<file path="src/rtl/minmax_pkg.sv">
// Shared types and default widths for the signed min/max tracker.
package minmax_pkg;

  localparam int N_DEF     = 8;
  localparam int IDX_W_DEF = 16;

  typedef enum logic [1:0] {
    IDLE,
    RUN,
    DONE
  } state_t;

endpackage

</file>
<file path="src/rtl/tcs_based_comparator.sv">
// Combinational signed greater-than for two's-complement operands.
// Only the greater-than result is provided; equality is not needed by the tracker.
module TCSBasedComparator #(
  parameter int N = 8
) (
  input  logic [N-1:0] a,
  input  logic [N-1:0] b,
  output logic         gt
);

  // Flipping the sign bit maps two's-complement order onto unsigned order.
  assign gt = {~a[N-1], a[N-2:0]} > {~b[N-1], b[N-2:0]};

endmodule

</file>
<file path="src/rtl/signed_minmax_tracker.sv">
// Per-frame signed max/min/count tracker with a valid/ready result port.
// Define MINMAX_INDEX_EN to keep the max_idx/min_idx position registers; otherwise they read 0.
//
// state | meaning
// IDLE  | no sample yet in the current frame
// RUN   | at least one sample taken, waiting for in_last
// DONE  | result held until out_ready
module signed_minmax_tracker
  import minmax_pkg::*;
#(
  parameter int N     = N_DEF,
  parameter int IDX_W = IDX_W_DEF
) (
  input  logic                    clk,
  input  logic                    reset,
  input  logic                    in_valid,
  output logic                    in_ready,
  input  logic signed [N-1:0]     in_data,
  input  logic                    in_last,
  output logic                    out_valid,
  input  logic                    out_ready,
  output logic signed [N-1:0]     max_val,
  output logic signed [N-1:0]     min_val,
  output logic        [IDX_W-1:0] max_idx,
  output logic        [IDX_W-1:0] min_idx,
  output logic        [IDX_W-1:0] count
);

  state_t state_q, state_d;

  logic                    accept;
  logic                    max_gt;
  logic                    min_gt;
  logic signed [N-1:0]     max_q;
  logic signed [N-1:0]     min_q;
  logic        [IDX_W-1:0] count_q;
  logic        [IDX_W-1:0] count_inc;

  assign in_ready  = (state_q != DONE);
  assign out_valid = (state_q == DONE);
  assign accept    = in_valid && in_ready;

  // Count sticks at all-ones; later positions reuse that saturated value.
  assign count_inc = (&count_q) ? count_q : count_q + IDX_W'(1);

  TCSBasedComparator #(.N(N)) u_cmp_max (
    .a  (in_data),
    .b  (max_q),
    .gt (max_gt)
  );

  TCSBasedComparator #(.N(N)) u_cmp_min (
    .a  (min_q),
    .b  (in_data),
    .gt (min_gt)
  );

  always_ff @(posedge clk or negedge reset) begin
    if (!reset) state_q <= IDLE;
    else        state_q <= state_d;
  end

  always_comb begin
    state_d = state_q;
    case (state_q)
      IDLE, RUN: if (accept) state_d = in_last ? DONE : RUN;
      DONE:      if (out_ready) state_d = IDLE;
      default:   state_d = IDLE;
    endcase
  end

  always_ff @(posedge clk or negedge reset) begin
    if (!reset) begin
      max_q   <= '0;
      min_q   <= '0;
      count_q <= '0;
    end else if (accept) begin
      if (state_q == IDLE) begin
        max_q   <= in_data;
        min_q   <= in_data;
        count_q <= IDX_W'(1);
      end else begin
        if (max_gt) max_q <= in_data;
        if (min_gt) min_q <= in_data;
        count_q <= count_inc;
      end
    end
  end

`ifdef MINMAX_INDEX_EN
  logic [IDX_W-1:0] max_idx_q;
  logic [IDX_W-1:0] min_idx_q;

  always_ff @(posedge clk or negedge reset) begin
    if (!reset) begin
      max_idx_q <= '0;
      min_idx_q <= '0;
    end else if (accept) begin
      if (state_q == IDLE) begin
        max_idx_q <= '0;
        min_idx_q <= '0;
      end else begin
        if (max_gt) max_idx_q <= count_q;
        if (min_gt) min_idx_q <= count_q;
      end
    end
  end

  assign max_idx = max_idx_q;
  assign min_idx = min_idx_q;
`else
  assign max_idx = '0;
  assign min_idx = '0;
`endif

  assign max_val = max_q;
  assign min_val = min_q;
  assign count   = count_q;

endmodule

</file>
<file path="config.mk">
export PLATFORM = sky130hd
export DESIGN_NAME = signed_minmax_tracker
export DESIGN_NICKNAME = d
export VERILOG_FILES = /design/src/rtl/minmax_pkg.sv /design/src/rtl/tcs_based_comparator.sv /design/src/rtl/signed_minmax_tracker.sv
export SDC_FILE = /design/constraint.sdc
export NUM_CORES = 1
export LEC_CHECK = 0
export ABC_CLOCK_PERIOD_IN_PS = 2300
export BUFFER_PORTS_ARGS = -buffer_cell sky130_fd_sc_hd__clkbuf_2
export CORE_MARGIN = 2
export CORE_UTILIZATION = 50
export DETAILED_ROUTE_END_ITERATION = 7
export PLACE_DENSITY = 0.79
export SLEW_MARGIN = 10
export SYNTH_ARGS = -nofsm -noshare
export SYNTH_HDL_FRONTEND = slang
export SYNTH_SLANG_ARGS = --single-unit
</file>
<file path="constraint.sdc">
create_clock -name clk -period 2.3 [get_ports clk]
set_input_delay 0.575 -clock clk [delete_from_list [all_inputs] [get_ports clk]]
set_output_delay 0.575 -clock clk [all_outputs]
set_load 0.01 [all_outputs]
</file>
==> metrics <==
status=completed; Crit Path Max Fanout=8; Synth warnings=0; Post-CTS Hold Fix Bufs=0; routability cong.=between 0.9 and 1; max cap viols=0; Worst Setup EP=min_val[1]$_DFFE_PN0P_; asr flop ratio synth=100%; worst hold slack=0.303 ns; CTS H-Tree Depth=2; all-layer global routing usage=18.5%; crit path capture type=flip-flop; Crit. Startpoint=in_data[5]; xor and xnor area share after synthesis=approximately 4.4%; Arr. time, crit path=around 2.2 ns; Detail Placement HPWL=3.61 mm; flip-flop and latch count after synthesis=34; clk buf depth=2; drt first pass iters=4; CP Launch Type=input pin; Cell Rows=25; Initial Util=between 50% and 60%; Reg-to-Reg Start=count[10]$_DFFE_PN0P_; CTS root buf=clkbuf_8; cell chain of the critical path=clkbuf_2 > inv_1 > ha_1 > a21oi_1 > nor2_1 > a211oi_1 > and3_1 > a221o_1; die width=73.4 um; Crit path largest cell delay=0.41 ns; Post-Syn Instances=250; largest family of logic cells by synthesized area=compound AO/OA/AOI/OAI gates; Pleak=0.00134 uW; worst skew pair latency=0.29 ns; Setup WS post-layout=0.303 ns; RSZ-0062 raised after global routing=no; slew at the pin closest to its max-slew limit=0.650 ns; Reg-to-Reg End=count[4]$_DFFE_PN0P_; Clock Skew=~0.0054 ns; fin crit period=2.00 ns; Area contributors post-synth=dfrtp_1, buf_4, ha_1; register area share after synthesis=35.4%; Slowest-stage cell, CP=and3_1; post-route ant nets=0; dpl cell area=2560 um^2; Post-CTS Resized=0; dominant cell type by area after synthesis=dfrtp_1; Layout Area Growth over Synthesis=9.63%; Mapped Area=roughly 2400 um^2; vias per cell=around 5.6; fmax=501 MHz; Worst Hold Class=input pin to async pin; DRT Wirelength=4.82 mm; post-place setup slack=-0.00163 ns; Ports=79; Die ar.=5380 um^2; ant diodes=0; worst path required time=2.53 ns; Detailed Route Iter0 Violations=102; Final Power=~2500 uW; core footprint=roughly 4700 um^2; Synth cell types=39; final setup vio count=0; average wire per standard cell=13.7 um; Synth Area in Adders=8.84%; Pwr per Cell Area=935 nW/um^2; Synth Area in Compound Gates=between 20% and 30%; Congestion Overflow GR=0; Vias=1954; global-route wire length before repair=7.73 mm; height of the die=73.4 um; Num CTS Buffers=5; number of synthesized flops with an enable pin=0; FILL cells=434; largest net degree at the start of global routing=35; CTS tree=built; top cell type's share of synthesized area=35.4%; final hold violations=0; final instance area=2640 um^2; maximum vdd ir drop=around 0.65 mV; nets=327; Post-route DRC=0; Slew Limit Fails=0; Max-Slew Margin vs Limit=56.3%; worst reg2reg path depth=6; Clock transition at path regs=around 0.070 ns; share of layout cells above drive strength 1=21.9%; PortBufs=46; initial antenna violation count=0; post-synthesis mux area share=0.416%; R2R setup slack=0.35 ns; syn avg cell area=9.62 um^2; setup TNS=0 ns; Main synth FF type=dfrtp_1; simple-gate portion of the synthesized area=between 10% and 20%; period utilisation layout=86.8%; vias in the first global route=1705; Clock Sink Count=34; buffers inserted by post-CTS timing repair=0; Crit Path Class=input pin to flip-flop
[state kept, by name (all words and copies together), names as in the netlist]
name and cells:
count 16, min_val 8, state_q 2, max_val 8
[through the flow]
step / utilization, % / std cells
6_report: 56.2 / 351
3_5_place_dp: 54.5 / 344
5_1_grt: 56.2 / 351
4_1_cts: 56.2 / 351
2_1_floorplan: - / 281
3_3_place_gp: 54.5 / 344
[cell families (layout without fill, tap and decap cells)]
logic type | after synthesis | after routing
compound gates | 60 | 60
xor+xnor | 12 | 12
fa+ha+maj | 17 | 17
buf+inv | 61 | 77
flops | 34 | 34
mux | 1 | 1
other cells | 1 | 32
simple gates | 64 | 64
[cell type report]
cell class                 count  area (um^2)  share of cell area (%)
clock buffer                   5         68.8                    2.61
clock inverter                 2         10.0                   0.380
inverter                      20         75.1                    2.85
multi-input combinational    186         1300                    49.5
sequential                    34          851                    32.3
tap                           54         67.6                    2.56
timing repair buffer          50          260                    9.87
[worst min-delay path by stage]
stage,end,slack (ns),depth (start not counted)
after floorplan,count[0]$_DFFE_PN0P_,0.28,0
after global placement,state_q[0]$_DFFE_PN0P_,0.50,1
after detailed placement,state_q[0]$_DFFE_PN0P_,0.52,1
after CTS,count[2]$_DFFE_PN0P_,0.32,2
after global routing,count[2]$_DFFE_PN0P_,0.34,2
final,count[2]$_DFFE_PN0P_,0.30,2
[critical path: cells and delay by family]
kind	cells	cell delay, ns
AO/OA/AOI/OAI	3	0.67
adder cells (fa/ha/maj)	1	0.30
buffers and inverters	2	0.21
AND/OR/NAND/NOR	2	0.46
[routing by layer]
| metal | global-route usage [%] | wire length (um) | up-vias |
|---|---|---|---|
| met4 | 6.06 | 68 | 0 |
| li1 | - | - | 942 |
| met5 | 0 | 0 | - |
| met2 | 30.1 | 2300 | 65 |
| met3 | 4.66 | 276 | 6 |
| met1 | 24.1 | 2180 | 941 |
[synth_stat cells (all sizes together), types with 5 or more instances]
library cell and number:
ha 17, a221o 16, a21o 5, nor2 21, inv 20, dfrtp 34, nand4 7, buf 41
nand2 12, a211oi 7, xnor2 12, a21oi 6, and3 5, a22o 16
[placed cells by master, fill, tap and decap left out, types with 3 or more instances in the layout]
master	synthesis	final
a211oi_1	7	7
a21o_1	5	5
a21oi_1	6	6
a221o_1	16	16
a22o_1	16	16
and3_1	4	4
buf_4	33	4
clkbuf_2	0	46
clkbuf_8	0	5
conb_1	1	32
dfrtp_1	34	34
ha_1	17	17
inv_1	20	20
nand2_1	11	11
nand3_1	3	3
nand4_1	7	7
nor2_1	20	20
nor4_1	3	3
o21ai_0	4	4
xnor2_1	12	12
[power breakdown]
part | switching (uW) | total, uW | leakage [uW] | internal, uW
Sequential | 206 | 974 | 0.000431 | 768
Clock | 218 | 421 | 0.0000438 | 203
Combinational | 566 | 1070 | 0.000865 | 505
(Power assumes the default switching activity.)
